[config.mk]
export PLATFORM = sky130hd
export DESIGN_NAME = mtl_timing_gen
export DESIGN_NICKNAME = d
export VERILOG_FILES = /design/src/rtl/mtl_pkg.sv /design/src/rtl/mtl_delay_line.sv /design/src/rtl/mtl_timing_gen.sv
export SDC_FILE = /design/constraint.sdc
export NUM_CORES = 1
export LEC_CHECK = 0
export CAP_MARGIN = 20
export CELL_PAD_IN_SITES_DETAIL_PLACEMENT = 0
export CELL_PAD_IN_SITES_GLOBAL_PLACEMENT = 1
export CORE_ASPECT_RATIO = 1.5
export CORE_MARGIN = 10
export CORE_UTILIZATION = 39
export CTS_CLUSTER_DIAMETER = 60
export CTS_CLUSTER_SIZE = 25
export DETAILED_ROUTE_END_ITERATION = 7
export HOLD_SLACK_MARGIN = 0.08
export PLACE_DENSITY = 0.78
export SYNTH_ARGS = -nofsm -noshare
export SYNTH_HDL_FRONTEND = slang
export SYNTH_SLANG_ARGS = --single-unit
[constraint.sdc]
create_clock -name iCLK -period 2.15 [get_ports iCLK]
set_clock_uncertainty 0.15 [all_clocks]
set_input_delay 0.43 -clock iCLK [delete_from_list [all_inputs] [get_ports iCLK]]
set_output_delay 0.43 -clock iCLK [all_outputs]
set_load 0.005 [all_outputs]
[src/rtl/mtl_pkg.sv]
// Default MTL panel raster timing and the sync bundle carried down the alignment pipe.
package mtl_pkg;
  localparam int DEF_H_SYNC   = 30;
  localparam int DEF_H_BACK   = 16;
  localparam int DEF_H_ACTIVE = 800;
  localparam int DEF_H_FRONT  = 210;
  localparam int DEF_V_SYNC   = 3;
  localparam int DEF_V_BACK   = 20;
  localparam int DEF_V_ACTIVE = 480;
  localparam int DEF_V_FRONT  = 22;
  localparam int DEF_PIPE_LAT = 2;
  localparam int MAX_PIPE_LAT = 8;

  function automatic int line_total(int sync, int back, int active, int front);
    return sync + back + active + front;
  endfunction

  localparam int H_TOTAL     = line_total(DEF_H_SYNC, DEF_H_BACK, DEF_H_ACTIVE, DEF_H_FRONT);
  localparam int V_TOTAL     = line_total(DEF_V_SYNC, DEF_V_BACK, DEF_V_ACTIVE, DEF_V_FRONT);
  localparam int H_ACT_START = DEF_H_SYNC + DEF_H_BACK;
  localparam int V_ACT_START = DEF_V_SYNC + DEF_V_BACK;

  typedef struct packed {
    logic hs_n;
    logic vs_n;
    logic de;
  } sync_t;

  localparam sync_t SYNC_IDLE = '{hs_n: 1'b1, vs_n: 1'b1, de: 1'b0};
endpackage

[src/rtl/mtl_delay_line.sv]
// Fixed-depth shift register for the sync bundle; depth 0 is a wire.
module mtl_delay_line
  import mtl_pkg::*;
#(
  parameter int DEPTH = 2
) (
  input  logic  iCLK,
  input  logic  iRSTN,
  input  sync_t iSYNC,
  output sync_t oSYNC
);
  if (DEPTH == 0) begin : g_thru
    assign oSYNC = iSYNC;
  end else begin : g_pipe
    sync_t sr [DEPTH];

    always_ff @(posedge iCLK or negedge iRSTN) begin
      if (!iRSTN) begin
        for (int i = 0; i < DEPTH; i++) sr[i] <= SYNC_IDLE;
      end else begin
        sr[0] <= iSYNC;
        for (int i = 1; i < DEPTH; i++) sr[i] <= sr[i-1];
      end
    end

    assign oSYNC = sr[DEPTH-1];
  end
endmodule

[src/rtl/mtl_timing_gen.sv]
// MTL panel raster generator: issues pixel requests upstream and re-aligns the
// returned colour with sync/DE delayed by the source latency.
module mtl_timing_gen
  import mtl_pkg::*;
#(
  parameter int H_SYNC   = DEF_H_SYNC,
  parameter int H_BACK   = DEF_H_BACK,
  parameter int H_ACTIVE = DEF_H_ACTIVE,
  parameter int H_FRONT  = DEF_H_FRONT,
  parameter int V_SYNC   = DEF_V_SYNC,
  parameter int V_BACK   = DEF_V_BACK,
  parameter int V_ACTIVE = DEF_V_ACTIVE,
  parameter int V_FRONT  = DEF_V_FRONT,
  parameter int PIPE_LAT = DEF_PIPE_LAT
) (
  input  logic        iCLK,
  input  logic        iRSTN,
  output logic        oREQ,
  output logic [10:0] oX,
  output logic [9:0]  oY,
  output logic        oFRAME_START,
  output logic        oVBLANK,
  input  logic [7:0]  iR,
  input  logic [7:0]  iG,
  input  logic [7:0]  iB,
  output logic        oHSD,
  output logic        oVSD,
  output logic        oDE,
  output logic [7:0]  oR,
  output logic [7:0]  oG,
  output logic [7:0]  oB
);
  localparam int H_TOT = line_total(H_SYNC, H_BACK, H_ACTIVE, H_FRONT);
  localparam int V_TOT = line_total(V_SYNC, V_BACK, V_ACTIVE, V_FRONT);

  if (PIPE_LAT > MAX_PIPE_LAT || PIPE_LAT < 0) begin : g_bad_lat
    $error("mtl_timing_gen: PIPE_LAT must be 0..8");
  end
  if (H_TOT >= 2048 || V_TOT >= 1024) begin : g_bad_raster
    $error("mtl_timing_gen: raster too large for counter widths");
  end

  localparam logic [10:0] H_LAST  = 11'(H_TOT - 1);
  localparam logic [10:0] H_SYN_E = 11'(H_SYNC);
  localparam logic [10:0] H_ST    = 11'(H_SYNC + H_BACK);
  localparam logic [10:0] H_END   = 11'(H_SYNC + H_BACK + H_ACTIVE);
  localparam logic [9:0]  V_LAST  = 10'(V_TOT - 1);
  localparam logic [9:0]  V_SYN_E = 10'(V_SYNC);
  localparam logic [9:0]  V_ST    = 10'(V_SYNC + V_BACK);
  localparam logic [9:0]  V_END   = 10'(V_SYNC + V_BACK + V_ACTIVE);

  logic [10:0] h_cnt;
  logic [9:0]  v_cnt;
  logic        h_act, v_act, pix_act;
  sync_t       sync_s1, sync_dl;

  always_ff @(posedge iCLK or negedge iRSTN) begin
    if (!iRSTN) begin
      h_cnt <= '0;
      v_cnt <= '0;
    end else if (h_cnt == H_LAST) begin
      h_cnt <= '0;
      v_cnt <= (v_cnt == V_LAST) ? '0 : v_cnt + 10'd1;
    end else begin
      h_cnt <= h_cnt + 11'd1;
    end
  end

  assign h_act   = (h_cnt >= H_ST) && (h_cnt < H_END);
  assign v_act   = (v_cnt >= V_ST) && (v_cnt < V_END);
  assign pix_act = h_act && v_act;

  // Request stage: what the upstream source sees, and raw sync for the pipe.
  always_ff @(posedge iCLK or negedge iRSTN) begin
    if (!iRSTN) begin
      oREQ         <= 1'b0;
      oX           <= '0;
      oY           <= '0;
      oFRAME_START <= 1'b0;
      oVBLANK      <= 1'b1;
      sync_s1      <= SYNC_IDLE;
    end else begin
      oREQ         <= pix_act;
      oX           <= pix_act ? h_cnt - H_ST : '0;
      oY           <= pix_act ? v_cnt - V_ST : '0;
      oFRAME_START <= (h_cnt == '0) && (v_cnt == '0);
      oVBLANK      <= !v_act;
      sync_s1      <= '{hs_n: (h_cnt >= H_SYN_E), vs_n: (v_cnt >= V_SYN_E), de: pix_act};
    end
  end

  mtl_delay_line #(.DEPTH(PIPE_LAT)) u_dly (
    .iCLK  (iCLK),
    .iRSTN (iRSTN),
    .iSYNC (sync_s1),
    .oSYNC (sync_dl)
  );

  // Pin stage: colour arrives now, so sync and RGB launch together.
  always_ff @(posedge iCLK or negedge iRSTN) begin
    if (!iRSTN) begin
      oHSD <= 1'b1;
      oVSD <= 1'b1;
      oDE  <= 1'b0;
      oR   <= '0;
      oG   <= '0;
      oB   <= '0;
    end else begin
      oHSD <= sync_dl.hs_n;
      oVSD <= sync_dl.vs_n;
      oDE  <= sync_dl.de;
      oR   <= sync_dl.de ? iR : '0;
      oG   <= sync_dl.de ? iG : '0;
      oB   <= sync_dl.de ? iB : '0;
    end
  end
endmodule
Word level (Yosys, flattened, before mapping). Index checks and enable logic that the tools add are counted.

Logic and storage cells: 47. Flip-flop bits (word level): 80. Output and inout bits: 51.

Reduce and logical (&&, ||, !) cells: 7. $add $sub $neg: 4. Magnitude comparators: 6. Multiplexer cells: 7. Equal/unequal tests: 2.

Operators by type and width (count): 2-to-1 mux 8 bit (3); 2-to-1 mux 11 bit (2); 2-to-1 mux 10 bit (2); adder 11 x 1 -> 11 bit, second input constant (1); equality test 11 bit, second input constant (1); >= comparator 11 x 5 -> 1 bit, second input constant (1); >= comparator 11 x 6 -> 1 bit, second input constant (1); logical NOT 11 bit (1); < comparator 11 x 10 -> 1 bit, second input constant (1); subtractor 11 x 6 -> 11 bit, second input constant (1); adder 10 x 1 -> 10 bit, second input constant (1); equality test 10 bit, second input constant (1); >= comparator 10 x 2 -> 1 bit, second input constant (1); >= comparator 10 x 5 -> 1 bit, second input constant (1); logical NOT 10 bit (1); < comparator 10 x 9 -> 1 bit, second input constant (1); subtractor 10 x 5 -> 10 bit, second input constant (1); logical AND 1 bit (4); logical NOT 1 bit (1).

Logic depth before layout (Yosys ltp). Gate-level depths: netlist of the first run.

Depth after elaboration: 4. Depth in mapped cells: 6.

Modules after synthesis. From an unflattened synthesis of the first run, not the netlist that was laid out.

Cells, all modules: 279. Area total of the unflattened synthesis: 3303.2 µm².

Modules (own cells, without submodules): mtl_timing_gen (instances 1, area an instance 3125.5 µm², cells an instance 270); mtl_delay_line (instances 1, area an instance 177.7 µm², cells an instance 9).

Worst setup path before layout of the first run. Ideal clock, no wire load.

Path kind: register -> register. From: register h_cnt[1]. To: register oX[9]. Path buffers: 1. Slack: 0.272 ns. Arrival time: 1.632 ns. Stages on the path, launching flop included: 7. Clock period less this slack: 1.878 ns. Library setup time: 0.096 ns. Cells stage by stage: dfrtp_1 ha_1 a211o_1 a21oi_2 o221ai_4 buf_6 nor4_2.

Cells in the longest elaborated chain, start to end: 4. Elaborated cells between the ends (all ways): 6.

Ends and longest elaborated chain: from (decl) (RTL line mtl_timing_gen.sv:52) `logic [10:0] h_cnt;`; from (signal assigned) (RTL line mtl_timing_gen.sv:65) `h_cnt <= h_cnt + 11'd1;`; >= comparator 11 x 6 -> 1 bit or < comparator 11 x 10 -> 1 bit (tied branches) (RTL line mtl_timing_gen.sv:69) `assign h_act = (h_cnt >= H_ST) && (h_cnt < H_END);`; logical AND 1 bit (RTL line mtl_timing_gen.sv:69); logical AND 1 bit (RTL line mtl_timing_gen.sv:71) `assign pix_act = h_act && v_act;`; 2-to-1 mux 11 bit (*) (RTL line mtl_timing_gen.sv:84) `oX <= pix_act ? h_cnt - H_ST : '0;`; to (signal assigned) (RTL line mtl_timing_gen.sv:84); to (decl) (RTL line mtl_timing_gen.sv:19) `output logic [10:0] oX,`.

Every way passes the cells marked *; elsewhere a longest branch is shown, timed or not. A chain may end at the register's enable or synchronous reset.

Final worst setup path of the first run.
From: register h_cnt[1]. To: register oX[4].

Same word-level chain as after synthesis.

==> out/metrics.yaml, run 1 <==
outcome:
  status: "finished clean"
final_layout:
  layout_common_cells: "clkdlybuf4s50_1, dfrtp_1, and2_1"
  nFillCells: 703
  drive_above_1_share: 0.170
  final_nets: 390
  mostFrequentLayoutCell: "clkdlybuf4s50_1"
  antenna_cells: 0
  area_delta_synth_final_pct: 39.6
drt:
  num_vias: 2271
  wl_um: 7660
  initialDrtViolationCount: 104
  wl_per_cell_um: 16.3
  via_per_inst: 4.84
  drc: 0
  antenna_left: 0
  dr.pass1.iters: 4
power_and_ir_drop:
  p_int_mw: 2.45
  power_frac_comb: 0.026
  finalPower_mw: 3.06
  switching_share: 0.199
  p_per_area_mw_per_mm2: 671
  seqPwrFrac: 0.492
  p_leak_nw: 2.04
  vdd_ir_drop_max_mv: 0.625
  p_clk_frac: 0.482
  power_switching_mw: 0.610
timing:
  fin_crit_ns: 2.05
  finalSetupTns_ns: 0
  drv_slew: 0
  setup_violations: 0
  slew_headroom: 0.655
  fmax_mhz: 487
  worst_slew_pin_slew_ns: 0.517
  finalHoldViolations: 0
  fin_crit_sh: 0.955
worst_hold_path:
  min-delay-start: "u_dly.g_pipe.sr[3]"
  hp-class: "flip-flop to flip-flop"
  hold-path-cell-count: 0
synth:
  yosysSeqAreaShare: 0.616
  synthArstFlopShare: 1.00
  avgSynthCellArea_um2: 12.4
  ys_ff_latch: 80
  synth.distinct_cells: 41
  syn_area_mm2: 0.00327
  synth_fp_nets: 295
  yosysWarnings: 0
  synth_ff_type: "dfrtp_1"
  synth-edff-count: 0
  netlist_instances: 264
worst_setup_path:
  crit_buf_inv: 1
  crit_path_top_delay_cell: "dfrtp_2"
  path_cells: "ha_2 > a211o_1 > a21oi_4 > o221ai_4 > buf_4 > a211oi_1"
  r2r_start: "h_cnt[1]"
  worstSetupStartpoint: "h_cnt[1]"
  critical_path_peak_fanout: 6
  reg2reg_depth: 6
  crit_type: "flip-flop to flip-flop"
  startpoint_type: "flip-flop"
  crit_family: "compound AO/OA/AOI/OAI gates"
  crit_arrival_ns: 2.14
  cp_slowest_stage_delay_ns: 0.44
  crit_required_ns: 2.24
  path_depth: 6
  endpoint_kind: "flip-flop"
cts:
  path_clk_slew_ns: 0.06
  cts_root_buffer: "clkbuf_16"
  clk_latency_ns: 0.33
  cts_buffer_depth: 2
  cts_tree: "yes"
  clock_sinks: 80
  htreeDepth: 3
  cts_buffers: 9
grt:
  gr-usage-met1: 0.147
  grt_max_degree: 37
  grt_pass1_wl_um: 12200
  use_met2: 0.198
  grt_overflow: 0
  use_met3: 0.0507
  first_global_vias: 2314
  grt_usage: 0.126
  antenna_found_initial: 0
  gr-max-usage-layer: "met2"
floorplan:
  core_mm2: 0.00811
  rows: 40
  io_pins: 77
  fp.dieW_um: 94.7
  die_area_mm2: 0.0125
  initial_core_util: 0.403
  die_y_um: 132
placement:
  hpwl_um: 5570
  gp_congestion: 0.770
  port_buffers: 76
run:
  drv_cap: 0
## metrics by stage
step	hold WS, ns	std cells	cell area (µm²)	util	setup slack, ns
after floorplan	-0.0156	264	3270	-	0.272
after global placement	0.184	447	4200	0.518	0.0494
after detailed placement	0.192	447	4200	0.518	-0.0262
after CTS	0.203	466	4520	0.558	0.0509
after global routing	0.212	469	4560	0.563	-0.0101
final	0.198	469	4560	0.563	0.0969
## what timing repair did
| item | CTS | global route |
|---|---|---|
| hold buffers | 1 | 0 |
| gates cloned | 0 | 1 |
| gates resized for setup | 1 | 3 |
| endpoints found under the setup margin | 7 | 11 |
| hold endpoints to repair | 25 | 0 |
| setup buffers | 2 | 2 |
| pin swaps | 1 | 1 |
## Yosys cell counts (all sizes together) (2+ instances only)
library cell / count / area share
dfrtp: 71 / 0.54
and2: 26 / 0.050
nor3: 19 / 0.029
xnor2: 19 / 0.051
buf: 15 / 0.033
nand2: 12 / 0.014
inv: 10 / 0.011
dfstp: 9 / 0.072
and4: 7 / 0.020
nand4: 7 / 0.013
nor2: 7 / 0.0080
o21ai: 7 / 0.011
a21oi: 6 / 0.010
nor4: 6 / 0.023
a21o: 5 / 0.011
ha: 5 / 0.019
nand3: 5 / 0.0077
and3: 3 / 0.0057
clkbuf: 3 / 0.0034
nor3b: 3 / 0.0084
xor2: 3 / 0.0080
a211o: 2 / 0.0054
a211oi: 2 / 0.0046
nor4b: 2 / 0.0054
or3b: 2 / 0.0054
## worst register-to-register path, cell delays in order, from the launching register on
cell	delay [ns]
dfrtp_2	0.44
ha_2	0.24
a211o_1	0.35
a21oi_4	0.23
o221ai_4	0.18
buf_4	0.20
a211oi_1	0.17
## cell type report
type                            instances  area [µm²]  share of cell area
Multi-Input combinational cell        157        1130               0.247
Clock buffer                           11         233              0.0510
Inverter                               10        37.5             0.00823
Clock inverter                          5        58.8              0.0129
Sequential cell                        80        2010               0.442
Tap cell                              105         131              0.0288
Timing Repair Buffer                  101         961               0.211
## routing by layer
metal / share of wire / vias up
li1: - / 1095
met1: 0.42 / 1090
met2: 0.48 / 74
met3: 0.077 / 12
met4: 0.020 / 0
met5: 0 / -
## path summary, 6_finish.rpt
path / end / slack, ns
hold / removal: u_dly.oSYNC[0] / 0.20
setup reg to reg: oX[4] / 0.1
setup / recovery: oX[4] / 0.1
hold reg to reg: u_dly.oSYNC[0] / 0.20
min in group asynchronous: oB[4] / 0.44
max in group asynchronous: h_cnt[1] / 0.78
## power by group through the flow
stage | combinational, mW | sequential [mW] | clock [mW]
global route | 0.0894 | 1.51 | 1.59
floorplan | 0.0000156 | 1.53 | 0
finish | 0.0789 | 1.51 | 1.47
global placement | 0.0786 | 1.53 | 0
detailed placement | 0.0799 | 1.53 | 0
CTS | 0.0825 | 1.51 | 1.52
## state kept, by name, indices dropped and copies added, names as in the netlist
signal / cells
h_cnt: 11
oB: 8
oDE: 1
oFRAME_START: 1
oG: 8
oHSD: 1
oR: 8
oVBLANK: 1
oVSD: 1
oX: 11
oY: 10
sync_s1: 3
u_dly.g_pipe.sr: 3
u_dly.oSYNC: 3
v_cnt: 10
## kinds of logic (layout without fill, tap and decap cells)
logic type,after synthesis,after routing,share of synthesized area
buffers and inverters,28,127,0.0479
xor gates and xnor gates,22,22,0.0590
AOI/OAI and AO/OA,27,28,0.0605
and+or+nand+nor,101,101,0.194
muxes,1,1,0.00345
DFF,80,80,0.616
adders and majority gates,5,5,0.0191
Note: power is estimated with default switching activity, not from simulation.
==> inputs of run 2 (changes only) <==
--- a/config.mk
+++ b/config.mk
@@ -9,7 +9,7 @@
 export CELL_PAD_IN_SITES_DETAIL_PLACEMENT = 0
 export CELL_PAD_IN_SITES_GLOBAL_PLACEMENT = 1
 export CORE_ASPECT_RATIO = 1.5
-export CORE_MARGIN = 10
+export CORE_MARGIN = 3
 export CORE_UTILIZATION = 39
 export CTS_CLUSTER_DIAMETER = 60
 export CTS_CLUSTER_SIZE = 25
==> run 2 against run 1 <==
  * Die area shrank 24%
  * Combinational power is essentially flat
  * Highest routed layer unchanged
  * Largest power group is now the clock network
  * Non-clock buffer count shrank 1
  * Worst hold slack gained 0.0045 ns
  * Cell area grew 0.52%
==> out/metrics.yaml, run 2 (synthesized netlist as in run 1, its figures left out) <==
drt:
  antenna_left: 0
  wl_met3_um: 491
  wl_per_cell_um: 15.3
  routed.top_layer: "met4"
  dr.pass1.iters: 4
  drt-met1-wl_um: 2780
  drc: 0
  dr_wl_met2_um: 3780
  initialDrtViolationCount: 45
  num_vias: 2279
  wl_um: 7170
  via_per_inst: 4.87
worst_setup_path:
  crit_type: "flip-flop to flip-flop"
  critical_path_peak_fanout: 10
  endpoint_kind: "flip-flop"
  crit_arrival_ns: 2.11
  startpoint_type: "flip-flop"
  crit_required_ns: 2.22
cts:
  path_clk_slew_ns: 0.06
  clock_sinks: 80
  cts_root_buffer: "clkbuf_16"
  htreeDepth: 3
  cts_buffer_depth: 2
  cts_tree: "yes"
  clk_latency_ns: 0.33
  cts_buffers: 9
grt:
  grt_overflow: 0
  first_global_vias: 2326
  antenna_found_initial: 0
  grt_pass1_wl_um: 11500
  grt_usage: 0.158
  grt_max_degree: 44
placement:
  hpwl_um: 5050
  port_buffers: 76
  dp_slack_ns: -0.0340
  gp_congestion: 0.802
  dpl-instance-area_mm2: 0.00419
timing:
  worst_slew_pin_slew_ns: 0.499
  slew_headroom: 0.658
  fin_crit_sh: 0.950
  fin_crit_ns: 2.04
  fin_ws_ns: 0.108
  finalHoldViolations: 0
  fmax_mhz: 490
  rsz0062_at_grt: "false"
  drv_slew: 0
  setup_violations: 0
final_layout:
  fin_util: 0.566
  antenna_cells: 0
  layout_common_cells: "clkdlybuf4s50_1, dfrtp_1, and2_1"
  drive_above_1_share: 0.168
  mostFrequentLayoutCell: "clkdlybuf4s50_1"
  final_nets: 389
  final_cell_area_mm2: 0.00459
  nFillCells: 698
  area_delta_synth_final_pct: 40.3
  largestRegisters: "h_cnt: 11 flops, oX: 11 flops"
worst_hold_path:
  hp-class: "flip-flop to flip-flop"
floorplan:
  fp.dieW_um: 80.7
  core_mm2: 0.00811
  rows: 40
  die_area_mm2: 0.00954
  die_y_um: 118
  io_pins: 77
  initial_core_util: 0.403
power_and_ir_drop:
  vdd_ir_drop_max_mv: 0.608
  p_leak_nw: 2.06
  p_per_area_mw_per_mm2: 702
run:
  drv_cap: 0
outcome:
  status: "finished clean"
run 2: cell count changes in the layout (fill, tap and decap cells not counted), sizes merged:
cell / previous run / this run
clkinvlp: 2 / 1
nand2: 12 / 13
clkinv: 2 / 1
buf: 25 / 24
o221ai: 2 / 1
bufinv: 1 / 2
clkbuf: 11 / 12
run 2: final timing paths:
check / from / end / slack (ns) / cells after the start
hold reg to reg: u_dly.oSYNC[1] / oVSD / 0.20 / 0
setup / recovery: h_cnt[1] / oY[4] / 0.11 / 6
setup reg to reg: h_cnt[1] / oY[4] / 0.11 / 6
hold / removal: u_dly.oSYNC[1] / oVSD / 0.20 / 0
max in group asynchronous: iRSTN / u_dly.oSYNC[1] / 0.75 / 3
min in group asynchronous: iRSTN / oX[3] / 0.49 / 2
run 2: layout make-up:
cell class              instances  area (µm²)  area share
repair buffers                100         953       0.208
multi-input cells             157        1120       0.244
well taps                     105         131      0.0286
clock inverters                 4        76.3      0.0166
inverters                      10        37.5     0.00819
flip-flops and latches         80        2010       0.439
clock buffers                  12         256      0.0559
run 2: timing repair:
action,4_1_cts,5_1_grt
pin swaps,0,2
endpoints found under the hold margin,36,0
gates cloned,0,1
gates resized for setup,1,2
hold buffers,1,0
buffers inserted,0,5
endpoints found under the setup margin,1,15
run 2: through the flow:
stage	power [mW]	std cells	setup TNS, ns	hold slack (ns)
2_1_floorplan	1.53	264	0	-0.0156
3_3_place_gp	1.61	445	-0.0976	0.184
3_5_place_dp	1.61	445	-0.0340	0.190
4_1_cts	3.27	462	0	0.205
5_1_grt	3.35	468	0	0.202
6_report	3.22	468	0	0.202
run 2: power breakdown:
| group | leakage (nW) | switching (mW) | internal (mW) | total, mW |
|---|---|---|---|---|
| registers | 1.07 | 0 | 1.51 | 1.51 |
| clock network | 0.159 | 0.552 | 1.08 | 1.63 |
| logic | 0.833 | 0.0341 | 0.0447 | 0.0788 |
run 2: worst max-delay path: stages, from the launching register on:
cell	delay [ns]
dfrtp_1	0.39
ha_1	0.24
a211o_1	0.33
a21oi_2	0.19
o221ai_4	0.20
buf_4	0.19
nor3_1	0.24
run 2: metal layers:
layer,up-vias,global-route usage
met5,-,0
met2,80,0.279
met4,0,0.0634
met1,1095,0.180
li1,1095,-
met3,9,0.0360
==> inputs of run 3 (changes only) <==
--- a/config.mk
+++ b/config.mk
@@ -14,6 +14,7 @@
 export CTS_CLUSTER_DIAMETER = 60
 export CTS_CLUSTER_SIZE = 25
 export DETAILED_ROUTE_END_ITERATION = 7
+export GPL_TIMING_DRIVEN = 0
 export HOLD_SLACK_MARGIN = 0.08
 export PLACE_DENSITY = 0.78
 export SYNTH_ARGS = -nofsm -noshare
==> constraint.sdc (replaced) <==
create_clock -name iCLK -period 2.15 [get_ports iCLK]
set_clock_uncertainty 0.15 [all_clocks]
set_input_delay 0.43 -clock iCLK [delete_from_list [all_inputs] [get_ports iCLK]]
set_output_delay 0.43 -clock iCLK [all_outputs]
set_load 0.02 [all_outputs]
==> run 3 against run 2 <==
  * Setup slack worse by 0.0054 ns
  * Core utilization decreased by 1.1 points
  * Non-clock buffer count shrank 4
  * First-iteration DRC count rose by 78%
  * Sequential cell count unchanged
  * Combinational power increased by 0.8%
  * Clock power shrank 17%
  * Critical path type unchanged
  * Final cell count decreased by 1.1%
  * Cell area is 1.9% lower
  * Register-to-register slack barely moved
  * Sequential power about the same
  * Largest power group is now registers
==> out/metrics.yaml, run 3 (synthesized netlist as in run 1, its figures left out) <==
power_and_ir_drop:
  p_leak_nw: 2.00
  power_switching_mw: 0.586
  finalPower_mw: 2.94
  p_per_area_mw_per_mm2: 655
  vdd_ir_drop_max_mv: 0.386
  power_frac_comb: 0.027
  p_clk_frac: 0.461
  p_int_mw: 2.36
  seqPwrFrac: 0.512
  switching_share: 0.199
worst_hold_path:
  hold_end: "u_dly.oSYNC[0]"
  hold-path-cell-count: 0
  min-delay-start: "u_dly.g_pipe.sr[3]"
  hp-class: "flip-flop to flip-flop"
grt:
  grt_usage: 0.152
  grt_overflow: 0
  first_global_vias: 2238
  grt_pass1_wl_um: 10900
  antenna_found_initial: 0
  grt_max_degree: 66
timing:
  slew_headroom: 0.652
  fin_crit_sh: 0.952
  fin_crit_ns: 2.05
  drv_slew: 0
  worst_slew_pin_slew_ns: 0.517
  finalSetupTns_ns: 0
  hold_slack_ns: 0.196
  fmax_mhz: 489
  finalHoldViolations: 0
  rsz0062_at_grt: "false"
  setup_violations: 0
cts:
  cts_buffers: 9
  clock_sinks: 80
  post_cts_buffers: 0
  htreeDepth: 3
  cts_tree: "yes"
  path_clk_slew_ns: 0.06
  clk_latency_ns: 0.33
  cts_root_buffer: "clkbuf_16"
  cts_buffer_depth: 2
final_layout:
  area_delta_synth_final_pct: 37.7
  multi_input_area_mm2: 0.00113
  final_cell_area_mm2: 0.00450
  antenna_cells: 0
  seq_area_mm2: 0.00202
  largestRegisters: "h_cnt: 11 flops, oX: 11 flops"
  layout_common_cells: "clkdlybuf4s50_1, dfrtp_1, and2_1"
  drive_above_1_share: 0.159
  mostFrequentLayoutCell: "clkdlybuf4s50_1"
  final_nets: 384
  nFillCells: 721
floorplan:
  io_pins: 77
  rows: 40
  initial_core_util: 0.403
  core_mm2: 0.00811
  fp.dieW_um: 80.7
  die_area_mm2: 0.00954
  die_y_um: 118
drt:
  num_vias: 2241
  wl_per_cell_um: 14.7
  via_per_inst: 4.84
  initialDrtViolationCount: 80
  drc: 0
  antenna_left: 0
  dr.pass1.iters: 4
  wl_um: 6780
worst_setup_path:
  startpoint_type: "flip-flop"
  reg2reg_depth: 6
  endpoint_kind: "flip-flop"
  critical_path_peak_fanout: 10
  r2r_setup_slack_ns: 0.10
  r2r_start: "h_cnt[1]"
  crit_required_ns: 2.23
  worstSetupStartpoint: "h_cnt[1]"
  crit_type: "flip-flop to flip-flop"
  crit_path_top_delay_cell: "dfrtp_2"
  crit_arrival_ns: 2.13
  cp_slowest_stage_delay_ns: 0.44
  rr_endpoint: "oY[2]"
  path_cells: "ha_2 > a211o_1 > a21oi_2 > o221ai_4 > buf_6 > nor3_1"
placement:
  dpl-instance-area_mm2: 0.00419
  gp_congestion: 0.839
  port_buffers: 76
  hpwl_um: 4740
outcome:
  status: "finished clean"
run:
  drv_cap: 0
==> run 3: cell count changes in the layout (fill, tap and decap cells not counted), sizes merged <==
| cell | previous run | this run |
|---|---|---|
| nand2 | 13 | 12 |
| bufinv | 2 | 0 |
| clkbuf | 12 | 16 |
| clkinv | 1 | 3 |
| buf | 24 | 16 |
==> run 3: per-stage QoR <==
stage	worst slack [ns]	utilization	std cells
final	0.103	0.555	463
after global placement	-2.26	0.513	445
after CTS	0.00600	0.551	463
after detailed placement	-0.0297	0.516	446
after floorplan	0.272	-	264
after global routing	0.00373	0.555	463
==> run 3: layer usage <==
layer | track usage | vias up | part of all wire
li1 | - | 1079 | -
met5 | 0 | - | 0
met4 | 0.0920 | 0 | 0.028
met1 | 0.180 | 1073 | 0.41
met3 | 0.0360 | 12 | 0.064
met2 | 0.244 | 77 | 0.50
==> run 3: worst max path at each step <==
stage / to / slack [ns] / depth (start not counted)
2_1_floorplan: oX[9] / 0.27 / 6
3_3_place_gp: oY[0] / -2.26 / 1
3_5_place_dp: oY[4] / -0.03 / 6
4_1_cts: oX[5] / 0.006 / 5
5_1_grt: oY[2] / 0.004 / 6
6_report: oY[2] / 0.10 / 6
==> run 3: power by group through the flow <==
stage	Sequential [mW]	Clock [mW]	Combinational (mW)
after detailed placement	1.53	0	0.0806
after floorplan	1.53	0	0.0000156
after global placement	1.53	0	0.0740
after global routing	1.51	1.47	0.0889
after CTS	1.51	1.41	0.0831
final	1.51	1.36	0.0794
==> run 3: critical path: cells and delay by family, from the launching register on <==
family	cells	cell delay, ns
AO/OA/AOI/OAI	3	0.68
flip-flops	1	0.44
AND/OR/NAND/NOR	1	0.25
adder cells (fa/ha/maj)	1	0.24
buffers and inverters	1	0.18
==> run 3: layout make-up <==
class,count,share of cell area
Buffer,18,0.0270
Clock buffer,12,0.0548
Clock inverter,4,0.00501
Inverter,10,0.00834
Multi-Input combinational cell,156,0.251
Sequential cell,80,0.448
Tap cell,105,0.0292
Timing Repair Buffer,78,0.177
==> run 3: what timing repair did <==
| action | CTS | global route |
|---|---|---|
| hold buffers | 1 | 0 |
| gates resized for setup | 1 | 8 |
| endpoints found under the setup margin | 1 | 18 |
| pin swaps | 0 | 0 |
| endpoints found under the hold margin | 15 | 0 |
